**src/rtl/bus_pkg.sv**
```systemverilog
// Shared encodings for the core-to-AHB initiator: access sizes, FSM states, alignment rule.
package bus_pkg;

    localparam logic [1:0] SZ_BYTE = 2'b00;
    localparam logic [1:0] SZ_HALF = 2'b01;
    localparam logic [1:0] SZ_WORD = 2'b10;
    localparam logic [1:0] SZ_ILL  = 2'b11;

    typedef enum logic [2:0] {
        ST_IDLE,
        ST_RD,
        ST_WR,
        ST_RMW_RD,
        ST_RMW_WR,
        ST_RESP
    } state_t;

    // An access is rejected if it straddles its natural boundary or uses the reserved size code.
    function automatic logic misaligned(input logic [1:0] size, input logic [1:0] lo);
        logic bad;
        case (size)
            SZ_BYTE: bad = 1'b0;
            SZ_HALF: bad = lo[0];
            SZ_WORD: bad = (lo != 2'b00);
            default: bad = 1'b1;
        endcase
        return bad;
    endfunction

endpackage

```
**src/rtl/load_align.sv**
```systemverilog
// Little-endian lane handling: extracts and extends a load lane, and merges store data into a word.
module load_align
    import bus_pkg::*;
(
    input  logic [31:0] word_i,
    input  logic [1:0]  addr_lo_i,
    input  logic [1:0]  size_i,
    input  logic        unsigned_i,
    input  logic [31:0] wdata_i,
    output logic [31:0] load_o,
    output logic [31:0] merge_o
);

    logic [4:0]  sh;
    logic [31:0] lane;
    logic [31:0] mask;

    always_comb begin
        sh     = {addr_lo_i, 3'b000};
        lane   = word_i >> sh;
        load_o = '0;
        mask   = '0;
        case (size_i)
            SZ_BYTE: begin
                load_o = {{24{~unsigned_i & lane[7]}}, lane[7:0]};
                mask   = 32'h0000_00FF;
            end
            SZ_HALF: begin
                load_o = {{16{~unsigned_i & lane[15]}}, lane[15:0]};
                mask   = 32'h0000_FFFF;
            end
            SZ_WORD: begin
                load_o = word_i;
                mask   = 32'hFFFF_FFFF;
            end
            default: ;
        endcase
        // Reserved size gives a zero mask, so the word passes through untouched.
        merge_o = (word_i & ~(mask << sh)) | ((wdata_i & mask) << sh);
    end

endmodule

```
**src/rtl/ahb_initiator.sv**
```systemverilog
// Single-outstanding core-to-RAM initiator: aligned loads, word stores and read-modify-write sub-word stores.
// Bus signals are registered and idle at zero outside bus states; one resp_valid pulse per accepted request.
module ahb_initiator
    import bus_pkg::*;
#(
    parameter int unsigned RD_LAT  = 1,
    parameter int unsigned WR_HOLD = 2
) (
    input  logic        CLK,
    input  logic        RST,
    input  logic        req_valid,
    output logic        req_ready,
    input  logic        req_we,
    input  logic [1:0]  req_size,
    input  logic        req_unsigned,
    input  logic [31:0] req_addr,
    input  logic [31:0] req_wdata,
    output logic        resp_valid,
    output logic [31:0] resp_rdata,
    output logic        resp_err,
    output logic [31:0] HADDR,
    output logic        HWRITE,
    output logic [31:0] HWDATA,
    input  logic [31:0] HRDATA
);

    localparam int CNT_W = 8;
    localparam logic [CNT_W-1:0] RD_INIT = CNT_W'(RD_LAT - 1);
    localparam logic [CNT_W-1:0] WR_INIT = CNT_W'(WR_HOLD - 1);
    localparam logic [CNT_W-1:0] CNT_ONE = CNT_W'(1);

    state_t           state_q;
    logic [CNT_W-1:0] cnt_q;
    logic [1:0]       addr_lo_q;
    logic [1:0]       size_q;
    logic             we_q;
    logic             uns_q;
    logic [31:0]      wdata_q;
    logic [31:0]      haddr_q;
    logic             hwrite_q;
    logic [31:0]      hwdata_q;
    logic             req_ready_q;
    logic             resp_valid_q;
    logic [31:0]      resp_rdata_q;
    logic             resp_err_q;

    logic [31:0]      align_load;
    logic [31:0]      align_merge;

    // The aligner looks at HRDATA directly so the capture edge can register the final value.
    load_align u_align (
        .word_i     (HRDATA),
        .addr_lo_i  (addr_lo_q),
        .size_i     (size_q),
        .unsigned_i (uns_q),
        .wdata_i    (wdata_q),
        .load_o     (align_load),
        .merge_o    (align_merge)
    );

    always_ff @(posedge CLK) begin
        if (RST) begin
            state_q      <= ST_IDLE;
            cnt_q        <= '0;
            addr_lo_q    <= '0;
            size_q       <= SZ_BYTE;
            we_q         <= 1'b0;
            uns_q        <= 1'b0;
            wdata_q      <= '0;
            haddr_q      <= '0;
            hwrite_q     <= 1'b0;
            hwdata_q     <= '0;
            req_ready_q  <= 1'b1;
            resp_valid_q <= 1'b0;
            resp_rdata_q <= '0;
            resp_err_q   <= 1'b0;
        end else begin
            case (state_q)
                ST_IDLE: begin
                    if (req_valid) begin
                        addr_lo_q   <= req_addr[1:0];
                        size_q      <= req_size;
                        we_q        <= req_we;
                        uns_q       <= req_unsigned;
                        wdata_q     <= req_wdata;
                        req_ready_q <= 1'b0;
                        if (misaligned(req_size, req_addr[1:0])) begin
                            state_q      <= ST_RESP;
                            resp_valid_q <= 1'b1;
                            resp_err_q   <= 1'b1;
                            resp_rdata_q <= '0;
                        end else begin
                            haddr_q <= {req_addr[31:2], 2'b00};
                            if (!req_we) begin
                                state_q <= ST_RD;
                                cnt_q   <= RD_INIT;
                            end else if (req_size == SZ_WORD) begin
                                state_q  <= ST_WR;
                                cnt_q    <= WR_INIT;
                                hwrite_q <= 1'b1;
                                hwdata_q <= req_wdata;
                            end else begin
                                state_q <= ST_RMW_RD;
                                cnt_q   <= RD_INIT;
                            end
                        end
                    end
                end
                ST_RD: begin
                    if (cnt_q == '0) begin
                        state_q      <= ST_RESP;
                        haddr_q      <= '0;
                        resp_valid_q <= 1'b1;
                        resp_err_q   <= 1'b0;
                        resp_rdata_q <= we_q ? '0 : align_load;
                    end else begin
                        cnt_q <= cnt_q - CNT_ONE;
                    end
                end
                ST_RMW_RD: begin
                    if (cnt_q == '0) begin
                        state_q  <= ST_RMW_WR;
                        cnt_q    <= WR_INIT;
                        hwrite_q <= 1'b1;
                        hwdata_q <= align_merge;
                    end else begin
                        cnt_q <= cnt_q - CNT_ONE;
                    end
                end
                ST_WR, ST_RMW_WR: begin
                    if (cnt_q == '0) begin
                        state_q      <= ST_RESP;
                        haddr_q      <= '0;
                        hwrite_q     <= 1'b0;
                        hwdata_q     <= '0;
                        resp_valid_q <= 1'b1;
                        resp_err_q   <= 1'b0;
                        resp_rdata_q <= '0;
                    end else begin
                        cnt_q <= cnt_q - CNT_ONE;
                    end
                end
                ST_RESP: begin
                    state_q      <= ST_IDLE;
                    resp_valid_q <= 1'b0;
                    req_ready_q  <= 1'b1;
                end
                default: begin
                    state_q     <= ST_IDLE;
                    req_ready_q <= 1'b1;
                end
            endcase
        end
    end

    assign req_ready  = req_ready_q;
    assign resp_valid = resp_valid_q;
    assign resp_rdata = resp_rdata_q;
    assign resp_err   = resp_err_q;
    assign HADDR      = haddr_q;
    assign HWRITE     = hwrite_q;
    assign HWDATA     = hwdata_q;

endmodule

```
**config.mk**
```make
export PLATFORM = sky130hd
export DESIGN_NAME = ahb_initiator
export DESIGN_NICKNAME = d
export VERILOG_FILES = /design/src/rtl/bus_pkg.sv /design/src/rtl/load_align.sv /design/src/rtl/ahb_initiator.sv
export SDC_FILE = /design/constraint.sdc
export NUM_CORES = 1
export LEC_CHECK = 0
export BUFFER_PORTS_ARGS = -buffer_cell sky130_fd_sc_hd__buf_2
export CAP_MARGIN = 20
export CORE_MARGIN = 2
export CORE_UTILIZATION = 50
export DETAILED_ROUTE_END_ITERATION = 8
export GPL_TIMING_DRIVEN = 0
export HOLD_SLACK_MARGIN = 0.06
export MAX_ROUTING_LAYER = met4
export PLACE_DENSITY = 0.77
export SYNTH_ARGS = -nofsm -noshare
export SYNTH_HDL_FRONTEND = slang
export SYNTH_SLANG_ARGS = --single-unit
```
**constraint.sdc**
```tcl
create_clock -name CLK -period 4.02 [get_ports CLK]
set_clock_uncertainty 0.15 [all_clocks]
set_input_delay 0 -clock CLK [delete_from_list [all_inputs] [get_ports CLK]]
set_output_delay 0 -clock CLK [all_outputs]
set_load 0.02 [all_outputs]
```
======== Word-level counts from Yosys, hierarchy flattened ========
Index checks and enable logic that the tools add are counted.
word-level totals
  input port bits ......................... 103
  register bits after elaboration ......... 149
cells by class
  muxes and demuxes ....................... 48
  $add $sub $neg .......................... 1
  reductions and logical operators ........ 22
  shift operators ......................... 3
  equal/unequal tests ..................... 19
  bitwise operators ....................... 8
operators by type and width
  cell                                                                count
  32-bit 2-to-1 mux                                                   12
  32-bit one-hot mux with 3 select lines                              4
  32-bit bitwise AND                                                  2
  32-bit one-hot mux with 2 select lines                              1
  32-bit by 5-bit << shifter with 32-bit output                       2
  8-bit 2-to-1 mux                                                    4
  32-bit inverter                                                     1
  32-bit OR                                                           1
  32-bit by 5-bit >> shifter with 16-bit output                       1
  8-bit one-hot mux with 3 select lines                               1
  2-bit != test, second input constant                                9
  4-bit AND reduction                                                 4
  1-bit 2-to-1 mux                                                    15
  3-bit 2-to-1 mux                                                    4
  3-bit nonzero test                                                  4
  1-bit one-hot mux with 3 select lines                               3
  3-bit one-hot mux with 3 select lines                               1
  8-bit zero test                                                     1
  8-bit by 1-bit subtractor with 8-bit output, second input constant  1
  7-bit AND reduction                                                 1
  3-bit by 2-bit == test with 1-bit output, second input constant     2
  3-bit == test, second input constant                                2
  5-bit AND reduction                                                 1
  2-bit by 1-bit == test with 1-bit output, second input constant     2
  15 further kinds                                                    22

======== Longest topological paths before layout ========
  depth in word-level cells ............... 8
  depth in mapped cells ................... 9
  depth with buffers taken out ............ 7

======== Hierarchy ========
Synthesis repeated with hierarchy kept, for this count alone.
second synthesis, totals
  cell total of the unflattened synthesis .. 1063
  area, all modules ....................... 8294.2 sq um
by module, submodules not included
  module         instances  area an instance (sq um)  sequential area each (sq um)  cells an instance
  ahb_initiator  1          6600.1                    2942.8                        832
  load_align     1          1694.1                    0.0                           231

======== Worst setup path after synthesis ========
Ideal clock, no wire load.
  path type ............................... register -> register
  start point ............................. register cnt_q[0]
  end point ............................... register cnt_q[0]
  setup time .............................. 116 ps
  setup slack ............................. 1871 ps
  arrival time ............................ 1884 ps
  cell stages (with the launch flop) ...... 7
  path through ............................ dfxtp_1 -> inv_1 -> ha_1 -> or4b_4 -> o31a_1 -> a211o_4 -> a31o_1
between the ends
  cells in the longest elaborated chain, start to end .. 3
  elaborated cells on any way between the ends .. 7
  those cells by class .................... add/sub: 1; eq/ne: 1; mux: 3; reduce/logical: 2
RTL lines
  element                                                                         RTL line                                    text
  start, declared                                                                 ahb_initiator.sv:33                         logic [CNT_W-1:0] cnt_q;
  start signal, assigned                                                          ahb_initiator.sv:117                        cnt_q <= cnt_q - CNT_ONE;
  start signal, assigned                                                          ahb_initiator.sv:127                        cnt_q <= cnt_q - CNT_ONE;
  start signal, assigned                                                          ahb_initiator.sv:140                        cnt_q <= cnt_q - CNT_ONE;
  8-bit by 1-bit subtractor with 8-bit output or 8-bit zero test (tied branches)  --
  8-bit 2-to-1 mux, or another cell as far along                                  ahb_initiator.sv:110, ahb_initiator.sv:131
  8-bit one-hot mux with 3 select lines or 4-bit AND reduction (tied branches)    --
Parallel ways exist; a longest one is shown, timed or not. The select of a mux whose other input is x is not followed.
A chain may end at the register's enable or synchronous reset.

======== Final worst setup path ========
  start point ............................. register size_q[1]
  end point ............................... register hwdata_q[11], in the netlist HWDATA[11]
between the ends
  cells in the longest elaborated chain, start to end .. 8
  elaborated cells on any way between the ends .. 12
  those cells by class .................... eq/ne: 2; shift: 2; mux: 3; bitwise: 4; reduce/logical: 1
RTL lines
  element                                        RTL line              text
  start, declared                                ahb_initiator.sv:35   logic [1:0] size_q;
  start signal, assigned                         ahb_initiator.sv:82   size_q <= req_size;
  2-bit == test, or another cell as far along    load_align.sv:23      case (size_i)
  32-bit one-hot mux with 3 select lines (*)     load_align.sv:23
  32-bit by 5-bit << shifter with 32-bit output  load_align.sv:39      merge_o = (word_i & ~(mask << sh)) | ((wdata_i & mask) << sh);
  32-bit inverter                                load_align.sv:39
  32-bit bitwise AND                             load_align.sv:39
  32-bit OR (*)                                  load_align.sv:39
  32-bit 2-to-1 mux (*)                          ahb_initiator.sv:121  if (cnt_q == '0) begin
  32-bit one-hot mux with 3 select lines (*)     ahb_initiator.sv:78   case (state_q)
  end signal, assigned                           ahb_initiator.sv:101  hwdata_q <= req_wdata;
  end signal, assigned                           ahb_initiator.sv:125  hwdata_q <= align_merge;
  end, declared                                  ahb_initiator.sv:41   logic [31:0] hwdata_q;
Mark *: on every way between the ends. The rest lies on a longest branch, timed or not. The select of a mux whose other input is x is not followed.

==> flow_summary.ini <==
[status]
status = finished clean

[pwr]
p_seq_share_pct = 30.2
finalPower_mw = 6.77
switching_share_pct = 42.0
p_per_area_nw_per_um2 = 662
p_int_mw = 3.92
power_frac_clock_pct = 25.3
leakagePower_nw = 4.28
peakVddDrop_mv = 0.453
combinationalPowerShare_pct = 44.6
p_sw_mw = 2.85

[worst_setup_path]
r2r_slack_ns = 0.83
cp-end-kind = flip-flop
path_class = flip-flop to flip-flop
reg2reg_to = HWDATA[11]
path_depth = 10
required_ns = 4.20
crit_fanout = 10
r2r_start = size_q[1]
crit_arrival_ns = 3.37
max_stage_delay_ns = 0.57
crit_top_cell = inv_1
crit_chain = inv_1 > ha_1 > clkbuf_1 > inv_1 > mux2i_1 > nand2b_1 > buf_1 > a32oi_1 > a31oi_1 > dlygate4sd3_1
critPathLaunchType = flip-flop
cp-startpoint = size_q[1]
endpoint = HWDATA[11]
crit_buf_inv = 5
crit_path_top_delay_cell = dlygate4sd3_1
path_delay_family = buffers and inverters
rr_worst_depth = 10

[job]
cap_violations = 0

[yosys]
netlist_instances = 873
synth-seq-area-share_pct = 40.4
synth_ff_type = dfxtp_1
synth-seq-cells = 147
async_flop_share_pct = 0
ys_warn_count = 0
synth_area_sq_um = 7280
syn_avg_cell_area_sq_um = 8.34
ys_types = 73
synth-edff-count = 0

[finish]
n_antenna_cell = 0
stdcell_area_sq_um = 10200
areaGrowthSynthToFinish_pct = 40.3
final_cells = 1397
fin_nets = 1310
final_common_cell = buf_2
final_cell_mix = buf_2 (222), nand2_1 (151), dfxtp_1 (147), dlygate4sd3_1 (107)
fill_cells = 1128
drive_gt1_share_pct = 24.9
final_util_pct = 71.1

[route]
drc_errors = 0
dr.pass1.iters = 9
antenna_left = 0
drt_wl_total_mm = 27.0
routedWlPerCell_um = 19.3
vias = 8441
vias_per_cell = 6.04
first_iter_violations = 859

[floorplan]
row_count = 44
dieWidth_um = 125
die-area_sq_um = 15500
fp.dieH_um = 125
pin_count = 203
start_util_pct = 50.7
core_sq_um = 14400

[timing]
worst_pin_slew_ns = 0.783
finalSetupTns_ns = 0
slew_headroom_pct = 47.4
finalCriticalPeriod_ns = 3.19
report.final.setup_viol = 0
hold_viol_final = 0
rsz0062_at_grt = false
drv_slew = 0
fmax_ghz = 0.313
fin_crit_sh_pct = 79.4

[place]
portBuffers = 200
detailed_place_hpwl_mm = 18.5
placed_cells = 1258
gp_congestion = 1.00
dpl_cell_area_sq_um = 8520

[clock_tree]
clkTransAtPathRegs_ns = 0.07
numCtsBuffers = 17
cts_buffer_depth = 2
clock_latency_ns = 0.44
cts_num_sinks = 147
post_cts_resized = 0
cts_tree = yes
cts_root_buf = clkbuf_16
h-tree-depth = 4

[global_routing]
first_global_vias = 7981
antenna_found_initial = 0
grt_usage_pct = 34.6
grt_pass1_wl_mm = 42.0
grt_overflow = 0
grt_max_degree = 17

[min_path]
hold_class = input pin to flip-flop
cell type report:
type	instances	area, sq um	area share [%]
Tap cell	184	230	2.25
Clock buffer	18	439	4.30
Buffer	76	383	3.75
Sequential cell	147	2940	28.8
Clock inverter	14	191	1.87
Timing Repair Buffer	307	2070	20.3
Multi-Input combinational cell	642	3930	38.4
Inverter	9	33.8	0.331
sequential cells by signal (all words and copies together) (netlist names), 2 cells and up:
register	count
cnt_q	8
addr_lo_q	2
resp_rdata	32
HADDR	30
size_q	2
HWDATA	32
state_q	3
wdata_q	32
power by group through the flow:
stage               logic (mW)  registers [mW]  clock network, mW
floorplan                 1.72            2.30                  0
global placement          2.80            2.05                  0
detailed placement        2.84            2.05                  0
CTS                       2.95            2.03               1.71
global route              3.25            2.07               1.80
finish                    3.02            2.04               1.71
layer usage:
layer | wire (um) | vias to the layer above | part of all wire, % | GRT usage [%]
li1 | - | 3847 | - | -
met1 | 10500 | 3931 | 39 | 42.5
met2 | 12700 | 548 | 47 | 54.5
met3 | 2610 | 115 | 9.7 | 7.56
met4 | 1240 | 0 | 4.6 | 16.2
met5 | 0 | - | 0 | -
Yosys cell counts, drive strengths merged, types with 4 or more instances:
library cell,n,area [sq um]
a211oi,11,100
nor2,73,289
nand2,152,573
a22o,7,61.3
dfxtp,147,2940
mux2i,25,250
nor2b,11,68.8
a32oi,10,87.6
mux2,16,180
a221oi,17,149
o2bb2ai,9,78.8
a22oi,47,353
a221o,16,160
o21ai,55,275
clkbuf,37,141
inv,9,33.8
ha,7,87.6
or3,4,30.0
nor3,20,110
o22ai,17,106
a21oi,70,362
a31oi,18,113
nand2b,4,25.0
buf,39,241
through the flow:
stage	hold WS, ns	worst slack (ns)
after floorplan	-0.0140	1.87
after global placement	0.0954	1.41
after detailed placement	0.109	1.41
after CTS	0.184	0.912
after global routing	0.207	0.684
final	0.203	0.827
worst register-to-register path: stages, from the launching register on:
cell           delay, ns
dfxtp_1             0.40
inv_1               0.08
ha_1                0.28
clkbuf_1            0.44
inv_1               0.09
mux2i_1             0.23
nand2b_1            0.08
buf_1               0.19
a32oi_1             0.43
a31oi_1             0.13
dlygate4sd3_1       0.57
worst min-delay path by stage:
| stage | startpoint | to | slack, ns | depth (start not counted) |
|---|---|---|---|---|
| detailed placement | req_wdata[12] | wdata_q[12] | 0.11 | 3 |
| CTS | req_addr[15] | HADDR[15] | 0.18 | 4 |
| global placement | req_addr[6] | HADDR[6] | 0.1 | 3 |
| global route | req_addr[31] | HADDR[31] | 0.21 | 4 |
| finish | req_addr[3] | HADDR[3] | 0.20 | 4 |
| floorplan | req_we | we_q | -0.01 | 2 |
logic make-up after synthesis:
family	after synthesis	share of synthesized area (%)
AOI/OAI and AO/OA	300	28.2
and+or+nand+nor	289	17.9
DFF	147	40.4
buffers and inverters	85	5.72
muxes	42	6.22
adders and majority gates	7	1.20
xor gates and xnor gates	2	0.241
other	1	0.0515
timing repair:
item,4_1_cts,5_1_grt
endpoints found under the hold margin,139,0
buffers inserted,0,0
setup endpoints to repair,0,0
hold buffers,107,0
Power figures use the tool's default switching activity.
